[config.mk]
export PLATFORM = sky130hd
export DESIGN_NAME = mcu_test_capture
export DESIGN_NICKNAME = d
export VERILOG_FILES = /design/src/rtl/mcu_test_capture.sv
export SDC_FILE = /design/constraint.sdc
export NUM_CORES = 1
export LEC_CHECK = 0
export BUFFER_PORTS_ARGS = -buffer_cell sky130_fd_sc_hd__buf_2
export CAP_MARGIN = 20
export CORE_ASPECT_RATIO = 2
export CORE_MARGIN = 1.5
export CORE_UTILIZATION = 50
export DETAILED_ROUTE_END_ITERATION = 7
export GPL_TIMING_DRIVEN = 0
export PLACE_DENSITY = 0.75
export RECOVER_POWER = 100
export SLEW_MARGIN = 10
export SYNTH_ARGS = -nofsm -noshare
export SYNTH_HDL_FRONTEND = slang
export SYNTH_SLANG_ARGS = --single-unit
[constraint.sdc]
create_clock -name sys_clk -period 6.5 [get_ports sys_clk]
set_input_delay 0.325 -clock sys_clk [delete_from_list [all_inputs] [get_ports sys_clk]]
set_output_delay 0.325 -clock sys_clk [all_outputs]
set_load 0.03 [all_outputs]
[src/rtl/mcu_test_capture.sv]
// Post-trigger capture buffer for the MCU 32-bit observation word.
// Arms on request, triggers on a masked compare, records up to DEPTH samples and serves registered reads.
module mcu_test_capture #(
  parameter int DEPTH = 16,
  parameter int AW    = 4
) (
  input  logic          sys_clk,
  input  logic          sys_rst,
  input  logic [31:0]   mcu_test_out,
  input  logic          arm,
  input  logic          abort,
  input  logic [31:0]   trig_mask,
  input  logic [31:0]   trig_value,
  input  logic          chg_only,
  input  logic          rd_req,
  input  logic [AW-1:0] rd_addr,
  output logic [31:0]   rd_data,
  output logic          rd_valid,
  output logic [1:0]    cap_state,
  output logic [AW:0]   cap_cnt,
  output logic          cap_done
);

  typedef enum logic [1:0] {
    IDLE  = 2'd0,
    ARMED = 2'd1,
    CAPT  = 2'd2,
    DONE  = 2'd3
  } state_t;

  localparam logic [AW:0] CNT_ONE  = (AW+1)'(1);
  localparam logic [AW:0] CNT_FULL = (AW+1)'(DEPTH);

  state_t        state;
  logic [31:0]   last_stored;
  logic [31:0]   mem [DEPTH];
  logic          trig_hit;
  logic          keep_sample;
  logic          wr_en;
  logic [AW-1:0] wr_addr;
  logic [AW:0]   next_cnt;
  logic          rd_hit;

  assign trig_hit    = ((mcu_test_out ^ trig_value) & trig_mask) == 32'h0;
  assign keep_sample = !chg_only || (mcu_test_out != last_stored);
  assign next_cnt    = cap_cnt + CNT_ONE;
  assign rd_hit      = {1'b0, rd_addr} < cap_cnt;
  assign cap_state   = state;

  // Single write port; reset and abort both suppress the store of the current sample.
  always_comb begin
    wr_en   = 1'b0;
    wr_addr = '0;
    if (!sys_rst && !abort) begin
      case (state)
        ARMED: wr_en = trig_hit;
        CAPT: begin
          wr_en   = keep_sample;
          wr_addr = cap_cnt[AW-1:0];
        end
        default: ;
      endcase
    end
  end

  always_ff @(posedge sys_clk) begin
    if (sys_rst) begin
      state       <= IDLE;
      cap_cnt     <= '0;
      cap_done    <= 1'b0;
      last_stored <= 32'h0;
    end else if (abort) begin
      state    <= IDLE;
      cap_done <= 1'b0;
    end else begin
      case (state)
        IDLE: begin
          if (arm) begin
            state   <= ARMED;
            cap_cnt <= '0;
          end
        end
        ARMED: begin
          if (trig_hit) begin
            state       <= CAPT;
            cap_cnt     <= CNT_ONE;
            last_stored <= mcu_test_out;
          end
        end
        CAPT: begin
          // cap_cnt never exceeds DEPTH-1 here, so the write address cannot wrap.
          if (keep_sample) begin
            cap_cnt     <= next_cnt;
            last_stored <= mcu_test_out;
            if (next_cnt == CNT_FULL) begin
              state    <= DONE;
              cap_done <= 1'b1;
            end
          end
        end
        DONE: begin
          if (arm) begin
            state    <= ARMED;
            cap_cnt  <= '0;
            cap_done <= 1'b0;
          end
        end
        default: state <= IDLE;
      endcase
    end
  end

  always_ff @(posedge sys_clk) begin
    if (wr_en) begin
      mem[wr_addr] <= mcu_test_out;
    end
  end

  // Entries at or beyond the stored count read as zero, including one being written this cycle.
  always_ff @(posedge sys_clk) begin
    if (sys_rst) begin
      rd_valid <= 1'b0;
      rd_data  <= 32'h0;
    end else begin
      rd_valid <= rd_req;
      if (rd_req) begin
        rd_data <= rd_hit ? mem[rd_addr] : 32'h0;
      end
    end
  end

endmodule

==> impl_summary.txt, run 1 <==
----------------------------------------------------
[Status]
  Result of the run ... finished with violations
  Violated checks ... max-capacitance violations, max-slew violations

[Timing]
  Worst clock skew ... 0.0136 ns
  Final max-slew violation count ... 48
  Fmax ... 0.195 GHz
  Final Hold Violating Endpoints ... 0
  Setup repair after global routing missed its margin ... no
  Worst slew pin tran ... 2.10 ns
  Max transition margin ... -40.3%
  Final setup fails ... 0
  Min Clock Period, post-route ... 5.12 ns
  Final worst hold slack ... 0.114 ns
  Fin crit share ... 78.8%

[Logic synthesis]
  Number of flops mapped to enable cells by yosys ... 512
  Async set-or-reset flop fraction in the synthesized netlist ... 0%
  Flops & latches, synth ... 585
  Synthesis warning total ... 0
  Synth top area cells ... sky130_fd_sc_hd__edfxtp_1 65%, sky130_fd_sc_hd__mux4_2 15%, sky130_fd_sc_hd__dfxtp_1 6.2%, sky130_fd_sc_hd__nand2b_1 2.8%, sky130_fd_sc_hd__xor2_1 1.4%
  Average footprint of a synthesized cell ... 19.1 sq um
  Sequential fraction of the synthesis area ... 70.9%
  Instance count of the mapped netlist ... 1,244
  Cell area after synthesis ... 0.0238 sq mm
  Syn Nets ... 1,359
  Commonest register cell after synthesis ... sky130_fd_sc_hd__edfxtp_1
  Share of the synthesized area in the top cell type ... 64.7%
  Post-synthesis cell type count ... 48
  Leading area contributor after synthesis ... sky130_fd_sc_hd__edfxtp_1

[Global route]
  GR Overflow Total ... 0
  Overall track demand over capacity in global routing ... 25.8%
  Largest net degree at the start of global routing ... 22
  Initial antenna violation count ... 1
  First-pass GRT wire length ... 89,500 microns
  Via count of the first global-routing pass ... 13,800

[Floorplan]
  Site row count ... 112
  Initial cell density of the core ... 50.8%
  DIE WIDTH ... 157 microns
  Number of I/O pins ... 147
  Core area ... 0.0468 sq mm
  Die area ... 0.0489 sq mm
  Height of the chip ... 311 microns

[Layout]
  Layout overhead on the synthesized area ... 14.4%
  Net count of the finished layout ... 1,651
  Finished layout cell area ... 0.0272 sq mm
  Number of antenna diodes ... 0
  Number of cells in the finished layout apart from fillers ... 2,203
  Ratio of cells with drive above 1 in the final layout ... 20.7%

[Clocking]
  Post-CTS setup repair buffer count ... 0
  Number of buffers on the longest clock path ... 3
  Hold bufs inserted after CTS ... 0
  TritonCTS clock tree ... yes
  Root buf cell ... sky130_fd_sc_hd__clkbuf_16
  Number of clock buffers inserted by TritonCTS ... 48
  Total number of H-tree levels ... 2
  Clock Sink Count ... 585
  Clock transition at the registers of the reported paths ... 0.06 ns
  Post-cts resize count ... 0
  Clk_lat worst skew ... 0.58 ns

[Setup path]
  Delay of the slowest cell on the worst path ... 0.89 ns
  Worst-path fanout max ... 19
  Worst Path Class, Setup ... input port to register
  Cell breakdown of the critical path ... clkbuf_1, xor2_1, a22oi_1, nand4_1, nor4_1, a21oi_1, clkbuf_1, nor4_1, clkbuf_1, clkbuf_1, clkbuf_1, buf_4
  Number of buffers and inverters on the critical path ... 6
  Required time reported for the critical path endpoint ... 6.80 ns
  Gate family responsible for the most delay along the worst path ... buffers and inverters
  Worst reg2reg setup slack ... 2.10 ns
  Arrival time at the worst endpoint ... 5.42 ns
  Critical Path Sink Type ... register
  Startpoint type of the worst setup path ... input port
  Critical path's slowest cell ... sky130_fd_sc_hd__clkbuf_1
  Cell seen most often among critical-path stages ... sky130_fd_sc_hd__clkbuf_1

[Flow run]
  Max Cap Violations ... 5

[Drt]
  Via count of the routed design ... 13,300
  Drt via density ... 6.05
  Detailed-route wire length per cell ... 28.2 microns
  Final routed wirelength across all metal layers ... 62,100 microns
  Post-route antenna net violation count ... 0
  Router iterations before antenna repair ... 6
  Residual DRC count ... 0
  Number of DRC markers in iteration 0 ... 1,254

[Placed design]
  Instance count after placement with tap cells included ... 2,108
  Placed standard-cell area ... 0.0261 sq mm
  Estimated wirelength of the detail-placed design ... 44,300 microns
  Routability cong. ... 0.945
  Number of buffer cells added on primary ports ... 144

[Min path]
  Classification of the worst-slack hold path ... input port to register

[Power]
  Total power density per cell area ... 279 mW/mm^2
  Peak supply drop ... 0.000267 V
  Static leakage ... 8.49 nW

----------------------------------------------------
[registers in the layout, indices dropped and copies added (netlist names)]
register and count:
cap_state 2, cap_cnt 5, cap_done 1, rd_data 32, mem 512, last_stored 32
rd_valid 1
[layer usage]
metal,wire length (microns),vias up,global-route usage (%)
met2,32800,685,46.3
met4,3310,2,11.1
li1,-,5619,-
met3,4570,167,2.77
met5,10,-,0
met1,21300,6859,31.3
[Yosys cell counts, types with 3 or more instances]
| master | count |
|---|---|
| sky130_fd_sc_hd__dfxtp_1 | 73 |
| sky130_fd_sc_hd__a21oi_1 | 35 |
| sky130_fd_sc_hd__clkbuf_1 | 47 |
| sky130_fd_sc_hd__nor4_1 | 11 |
| sky130_fd_sc_hd__o21ai_0 | 4 |
| sky130_fd_sc_hd__xor2_1 | 38 |
| sky130_fd_sc_hd__ha_1 | 9 |
| sky130_fd_sc_hd__or2_2 | 3 |
| sky130_fd_sc_hd__nor2b_1 | 4 |
| sky130_fd_sc_hd__nor4b_1 | 5 |
| sky130_fd_sc_hd__nand2_1 | 17 |
| sky130_fd_sc_hd__and3_1 | 3 |
| sky130_fd_sc_hd__inv_1 | 12 |
| sky130_fd_sc_hd__buf_1 | 19 |
| sky130_fd_sc_hd__nand4_1 | 18 |
| sky130_fd_sc_hd__mux2i_1 | 33 |
| sky130_fd_sc_hd__a22oi_1 | 17 |
| sky130_fd_sc_hd__mux4_2 | 160 |
| sky130_fd_sc_hd__buf_12 | 3 |
| sky130_fd_sc_hd__xnor2_1 | 23 |
| sky130_fd_sc_hd__edfxtp_1 | 512 |
| sky130_fd_sc_hd__or4_1 | 6 |
| sky130_fd_sc_hd__nand2b_1 | 106 |
| sky130_fd_sc_hd__nor2_1 | 11 |
| sky130_fd_sc_hd__o211ai_1 | 32 |
| sky130_fd_sc_hd__a21o_1 | 3 |
| sky130_fd_sc_hd__nand3_1 | 10 |
| sky130_fd_sc_hd__nor3_1 | 5 |
[logic make-up after synthesis]
group                      synth area share, %
AOI/OAI and AO/OA                         2.95
adders and majority gates                0.474
xor gates and xnor gates                  2.25
DFF                                       70.9
buffers and inverters                     1.55
muxes                                     16.6
and+or+nand+nor                           5.31
[layout by cell type, fill, tap and decap left out, drive strengths merged, types with 2 or more instances in the layout]
cell type,count
mux4,160
or2,3
inv,15
ha,9
nand2,18
xnor2,23
dfxtp,73
nor4,11
a41o,2
nand4b,2
nand2b,106
or4b,2
nand4,18
and3,3
nor2b,4
nor3,5
buf,103
nor2,11
o211ai,32
a21o,3
nor4b,5
clkbuf,273
nand3,10
or4,6
edfxtp,512
o32ai,2
mux2i,33
xor2,38
a21oi,35
a22oi,17
o21ai,5
clkinvlp,2
bufinv,5
or2b,2
clkinv,17
[cell type report]
type / instances / area, sq um
fill: 3581 / 19600
sequential: 585 / 16800
multi-input combinational: 576 / 6560
clock buffer: 63 / 1300
timing repair buffer: 242 / 1100
tap: 627 / 785
clock inverter: 27 / 303
buffer: 71 / 268
inverter: 12 / 45.0
[through the flow]
step                      utilization (%)  setup slack, ns  total power [mW]  setup TNS, ns
after detailed placement             55.7             1.89              4.71              0
after CTS                            59.2             2.48              7.63              0
after global routing                 58.1             1.17              7.77              0
after floorplan                         -             1.08              4.48              0
after global placement               54.0            -4.07              4.69       -1543.48
final                                58.1             1.38              7.60              0
[power by group]
part / switching (mW) / internal [mW] / leakage [nW]
Combinational: 0.310 / 0.202 / 2.51
Clock: 1.35 / 1.63 / 0.786
Sequential: 0.0144 / 4.10 / 5.19
Total: 1.67 / 5.92 / 8.49
[path summary, 6_finish.rpt]
| check | cells after the start | to | start |
|---|---|---|---|
| max | 12 | mem[12][20] | mcu_test_out[28] |
| min | 4 | cap_done | arm |
| max reg2reg | 9 | mem[12][20] | cap_state[1] |
| min reg2reg | 2 | rd_data[10] | rd_data[10] |
[worst min-delay path, delay by kind of cell]
kind	cells	cell delay (ns)
and+or+nand+nor	3	0.20
buffers and inverters	1	0.12
No activity file was read; power rests on OpenSTA's default activity.
==> run 2, diff against run 1 <==
--- a/config.mk
+++ b/config.mk
@@ -12,7 +12,7 @@
 export CORE_UTILIZATION = 50
 export DETAILED_ROUTE_END_ITERATION = 7
 export GPL_TIMING_DRIVEN = 0
-export PLACE_DENSITY = 0.75
+export PLACE_DENSITY = 0.77
 export RECOVER_POWER = 100
 export SLEW_MARGIN = 10
 export SYNTH_ARGS = -nofsm -noshare
==> constraint.sdc (replaced) <==
create_clock -name sys_clk -period 4.2 [get_ports sys_clk]
set_input_delay 0.21 -clock sys_clk [delete_from_list [all_inputs] [get_ports sys_clk]]
set_output_delay 0.21 -clock sys_clk [all_outputs]
set_load 0.03 [all_outputs]
==> run 2 against run 1 <==
  * The flow finishes with violations (max-capacitance violations)
  * Final area grew 1.1%
  * Sequential power grew 55%
  * Core utilization grew 0.67 points
  * Highest routed layer is now met4
  * Register-to-register slack lost 1.9 ns
  * Via count grew 0.12%
  * Global-route usage grew 0.42 points
  * Wire length grew 0.90%
  * Critical endpoint is now mem[5][18]
  * Count of clock-buffer cells in the layout shrank 8
  * Critical path type unchanged
==> impl_summary.txt, run 2 (synthesis gave the netlist of run 1 again) <==
----------------------------------------------------
[Status]
  Result of the run ... finished with violations
  Violated checks ... max-capacitance violations

[Floorplan]
  Core area ... 0.0468 sq mm
  Height of the chip ... 311 microns
  Number of I/O pins ... 147
  Die area ... 0.0489 sq mm
  Initial cell density of the core ... 50.8%
  DIE WIDTH ... 157 microns
  Site row count ... 112

[Setup path]
  Worst Path Class, Setup ... input port to register
  Number of buffers and inverters on the critical path ... 4
  Critical path's slowest cell ... sky130_fd_sc_hd__clkbuf_1
  Startpoint type of the worst setup path ... input port
  Critical Path Sink Type ... register
  Cell seen most often among critical-path stages ... sky130_fd_sc_hd__clkbuf_1
  Cell breakdown of the critical path ... clkbuf_1, xor2_1, a22oi_1, nand4_1, nor4_1, a21oi_1, nor4b_2, clkbuf_1, clkbuf_1, buf_4
  Worst-path fanout max ... 19
  Gate family responsible for the most delay along the worst path ... buffers and inverters
  Arrival time at the worst endpoint ... 4.41 ns
  Required time reported for the critical path endpoint ... 4.49 ns
  Worst reg2reg setup slack ... 0.16 ns
  Delay of the slowest cell on the worst path ... 0.87 ns

[Drt]
  Top routing layer in use ... met4
  Routed length on met1 ... 21,800 microns
  Final routed wirelength across all metal layers ... 62,600 microns
  Router iterations before antenna repair ... 5
  Routed wl met3 ... 4560 microns
  Post-route antenna net violation count ... 0
  Drt via density ... 6.12
  Residual DRC count ... 0
  Detailed-route wire length per cell ... 28.7 microns
  Met2 wire length ... 33,300 microns
  Via count of the routed design ... 13,300
  Number of DRC markers in iteration 0 ... 1,412

[Layout]
  Layout overhead on the synthesized area ... 15.7%
  Largest registers ... mem (512), last_stored (32), rd_data (32)
  Leading cell type in the layout, fill and taps excluded ... sky130_fd_sc_hd__edfxtp_1
  Number of fill cells in the layout ... 3,467
  Flip-flop count of the largest register after layout ... 512
  Register containing the most flip-flops in the final layout ... mem
  Leading cell types in the layout, fill and taps excluded ... 512 x sky130_fd_sc_hd__edfxtp_1, 160 x sky130_fd_sc_hd__mux4_2, 151 x sky130_fd_sc_hd__clkbuf_1
  Net count of the finished layout ... 1,630
  Ratio of cells with drive above 1 in the final layout ... 24.9%

[Placed design]
  Routability cong. ... 0.951
  Number of buffer cells added on primary ports ... 144
  Estimated wirelength of the detail-placed design ... 44,500 microns

[Global route]
  GR Overflow Total ... 0
  Via count of the first global-routing pass ... 13,900
  First-pass GRT wire length ... 90,400 microns
  Initial antenna violation count ... 0
  Largest net degree at the start of global routing ... 22
  Overall track demand over capacity in global routing ... 26.2%

[Flow run]
  Max Cap Violations ... 1

[Clocking]
  Clk_lat worst skew ... 0.58 ns
  Number of buffers on the longest clock path ... 3
  Root buf cell ... sky130_fd_sc_hd__clkbuf_16
  Number of clock buffers inserted by TritonCTS ... 47
  Total number of H-tree levels ... 2
  Clock transition at the registers of the reported paths ... 0.07 ns
  Clock Sink Count ... 585
  TritonCTS clock tree ... yes

[Timing]
  Worst clock skew ... 0.0227 ns
  Final setup fails ... 0
  Max transition margin ... 0.748%
  Fin crit share ... 98.1%
  Setup repair after global routing missed its margin ... no
  Min Clock Period, post-route ... 4.12 ns
  Total Neg Setup Slack ... 0 ns
  Final max-slew violation count ... 0
  Worst slew pin tran ... 1.47 ns
  Fmax ... 0.243 GHz
  Final Hold Violating Endpoints ... 0

[Min path]
  Classification of the worst-slack hold path ... input port to register

[Power]
  Peak supply drop ... 0.000273 V
  Overall power after layout ... 12.0 mW
  Total power density per cell area ... 435 mW/mm^2
  Static leakage ... 8.69 nW

----------------------------------------------------
==> run 2: stage by stage <==
step	util, %	worst slack (ns)	hold slack (ns)	cells	instance area, sq um
final	58.8	0.0792	0.0536	2182	27500
after global routing	58.8	0.0160	0.0466	2181	27500
after CTS	59.4	-0.0233	0.0167	2175	27800
after detailed placement	55.8	-0.770	0.460	2086	26100
after global placement	54.1	-6.72	0.457	2015	25300
after floorplan	-	-1.22	0.309	1244	23800
==> run 2: power breakdown <==
group / switching, mW / internal (mW) / total (mW)
Combinational: 0.480 / 0.319 / 0.799
Clock: 2.07 / 2.73 / 4.80
Sequential: 0.0223 / 6.34 / 6.36
Total: 2.58 / 9.39 / 12.0
==> run 2: path summary, 6_finish.rpt <==
path / from / to / depth (start not counted)
hold / removal: mcu_test_out[6] / mem[9][6] / 1
hold reg to reg: rd_data[20] / rd_data[20] / 2
setup / recovery: mcu_test_out[29] / mem[5][18] / 10
setup reg to reg: cap_state[0] / mem[14][3] / 7
==> run 2: cell type report <==
class / instances / area, sq um / area share (%)
timing repair buffer: 222 / 1150 / 4.18
clock buffer: 55 / 1230 / 4.46
clock inverter: 33 / 439 / 1.60
multi-input combinational: 576 / 6700 / 24.4
tap: 627 / 785 / 2.85
antenna: 1 / 2.50 / 0.00910
sequential: 585 / 16800 / 61.2
inverter: 12 / 45.0 / 0.164
buffer: 71 / 319 / 1.16
==> run 2: routing by layer <==
| metal | track usage (%) | up-vias |
|---|---|---|
| li1 | - | 5582 |
| met1 | 31.2 | 6903 |
| met2 | 46.9 | 704 |
| met3 | 3.77 | 159 |
| met4 | 11.4 | 0 |
| met5 | 0 | - |
==> run 2: repair_timing <==
item	in CTS	in global routing
resized for setup	2	5
pin swaps	2	0
gates cloned	0	0
buffers inserted	0	0
hold buffers	1	0
setup endpoints to repair	18	63
endpoints found under the hold margin	2	0
==> run 3, diff against run 2 <==
--- a/config.mk
+++ b/config.mk
@@ -8,11 +8,11 @@
 export BUFFER_PORTS_ARGS = -buffer_cell sky130_fd_sc_hd__buf_2
 export CAP_MARGIN = 20
 export CORE_ASPECT_RATIO = 2
-export CORE_MARGIN = 1.5
-export CORE_UTILIZATION = 50
+export CORE_MARGIN = 3
+export CORE_UTILIZATION = 39
 export DETAILED_ROUTE_END_ITERATION = 7
 export GPL_TIMING_DRIVEN = 0
-export PLACE_DENSITY = 0.77
+export PLACE_DENSITY = 0.64
 export RECOVER_POWER = 100
 export SLEW_MARGIN = 10
 export SYNTH_ARGS = -nofsm -noshare
==> run 3 against run 2 <==
  * The flow now finishes without violations
  * Via count is 0.94% lower
  * Sequential power hardly changed
  * Flip-flop and latch count stayed put
  * Worst hold slack better by 0.019 ns
  * Critical path type unchanged
  * Largest power group unchanged
==> impl_summary.txt, run 3 (synthesis gave the netlist of run 1 again) <==
----------------------------------------------------
[Status]
  Result of the run ... finished, final reports clean

[Global route]
  First-pass GRT wire length ... 94,300 microns
  Largest net degree at the start of global routing ... 22
  Initial antenna violation count ... 3
  GR Overflow Total ... 0
  Overall track demand over capacity in global routing ... 20.2%
  Via count of the first global-routing pass ... 13,900

[Timing]
  Max transition margin ... 6.59%
  Final setup fails ... 0
  Worst slew pin tran ... 1.40 ns
  Min Clock Period, post-route ... 3.87 ns
  Total Neg Setup Slack ... 0 ns
  Fmax ... 0.259 GHz
  Fin crit share ... 92.1%
  Worst clock skew ... 0.0345 ns
  Setup repair after global routing missed its margin ... no
  Final Hold Violating Endpoints ... 0
  Final worst hold slack ... 0.0730 ns
  Final max-slew violation count ... 0

[Floorplan]
  Number of I/O pins ... 147
  Core area ... 0.0601 sq mm
  Initial cell density of the core ... 39.6%
  Site row count ... 127
  Height of the chip ... 355 microns
  DIE WIDTH ... 181 microns
  Die area ... 0.0641 sq mm

[Clocking]
  Clock Sink Count ... 585
  Clk_lat worst skew ... 0.59 ns
  Number of buffers on the longest clock path ... 3
  Clock transition at the registers of the reported paths ... 0.07 ns
  Root buf cell ... sky130_fd_sc_hd__clkbuf_16
  Total number of H-tree levels ... 2
  Number of clock buffers inserted by TritonCTS ... 47
  TritonCTS clock tree ... yes

[Drt]
  Final routed wirelength across all metal layers ... 65,100 microns
  Via count of the routed design ... 13,200
  Residual DRC count ... 0
  Number of DRC markers in iteration 0 ... 1,164
  Router iterations before antenna repair ... 5
  Drt via density ... 5.64
  Detailed-route wire length per cell ... 27.8 microns
  Post-route antenna net violation count ... 0

[Setup path]
  Cell breakdown of the critical path ... clkbuf_1, xor2_1, a22oi_1, nand4_1, nor4_1, a21oi_1, nor4b_2, clkbuf_1, buf_4, buf_4
  Required time reported for the critical path endpoint ... 4.48 ns
  Worst-path fanout max ... 19
  Critical Path Sink Type ... register
  Startpoint type of the worst setup path ... input port
  Arrival time at the worst endpoint ... 4.15 ns
  Delay of the slowest cell on the worst path ... 0.89 ns
  Critical path's slowest cell ... sky130_fd_sc_hd__nor4b_2
  Worst Path Class, Setup ... input port to register

[Layout]
  Register containing the most flip-flops in the final layout ... mem
  Leading cell type in the layout, fill and taps excluded ... sky130_fd_sc_hd__edfxtp_1
  Leading cell types in the layout, fill and taps excluded ... 512 x sky130_fd_sc_hd__edfxtp_1, 160 x sky130_fd_sc_hd__mux4_2, 149 x sky130_fd_sc_hd__clkbuf_1
  Ratio of cells with drive above 1 in the final layout ... 26.3%
  Finished layout cell area ... 0.0279 sq mm
  Largest registers ... mem (512), last_stored (32), rd_data (32)
  Net count of the finished layout ... 1,647
  Flip-flop count of the largest register after layout ... 512
  Layout overhead on the synthesized area ... 17.5%

[Placed design]
  Number of buffer cells added on primary ports ... 144
  Placed standard-cell area ... 0.0264 sq mm
  Routability cong. ... 0.889
  Estimated wirelength of the detail-placed design ... 47,400 microns

[Power]
  Static leakage ... 8.80 nW
  Peak supply drop ... 0.000266 V
  Total power density per cell area ... 432 mW/mm^2

[Flow run]
  Max Cap Violations ... 0

[Min path]
  Classification of the worst-slack hold path ... input port to register

----------------------------------------------------
run 3: power by group:
part | switching (mW) | total [mW] | leakage (nW) | internal (mW)
registers | 0.0227 | 6.36 | 5.19 | 6.34
logic | 0.483 | 0.801 | 2.77 | 0.318
clock network | 2.11 | 4.91 | 0.833 | 2.80
total | 2.62 | 12.1 | 8.80 | 9.45
run 3: what timing repair did:
item | 4_1_cts | 5_1_grt
gates resized for setup | 1 | 5
buffers inserted | 0 | 4
endpoints found under the hold margin | 2 | 0
hold buffers | 1 | 0
setup endpoints to repair | 16 | 72
pin swaps | 0 | 2
run 3: critical path: cells and delay by family:
family          cells  cell delay, ns
xor+xnor            1            0.15
buf+inv             4            1.61
simple gates        3            1.49
compound gates      2            0.66
run 3: final timing paths:
check / depth (start not counted) / end / slack (ns) / from
setup reg to reg: 10 / mem[4][18] / 0.37 / last_stored[20]
setup / recovery: 10 / mem[2][6] / 0.33 / mcu_test_out[31]
hold reg to reg: 2 / rd_data[24] / 0.47 / rd_data[24]
hold / removal: 4 / cap_state[1] / 0.07 / abort
run 3: stage by stage:
stage	total power, mW	std cells	utilization [%]	setup slack [ns]
after floorplan	6.94	1244	-	-1.22
after global placement	7.27	2162	42.4	-6.98
after detailed placement	7.30	2246	43.9	-0.895
after CTS	12.2	2333	46.8	0.0236
after global routing	12.4	2343	46.5	0.163
final	12.1	2344	46.5	0.332
run 3: final cells by class:
class                   instances  area (sq um)
fillers                      5163         32100
flip-flops and latches        585         16800
multi-input cells             576          6740
repair buffers                239          1350
clock buffers                  53          1250
well taps                     774           968
clock inverters                33           460
plain buffers                  71           270
inverters                      12          45.0
diodes                          1          2.50
run 3: metal layers:
metal  vias up  share of wire [%]  global-route usage [%]
met5         -              0.041                       0
met4         4                3.8                    7.56
met3       138                5.7                    2.98
met2       522                 54                    36.9
met1      6930                 37                    24.0
li1       5629                  -                       -
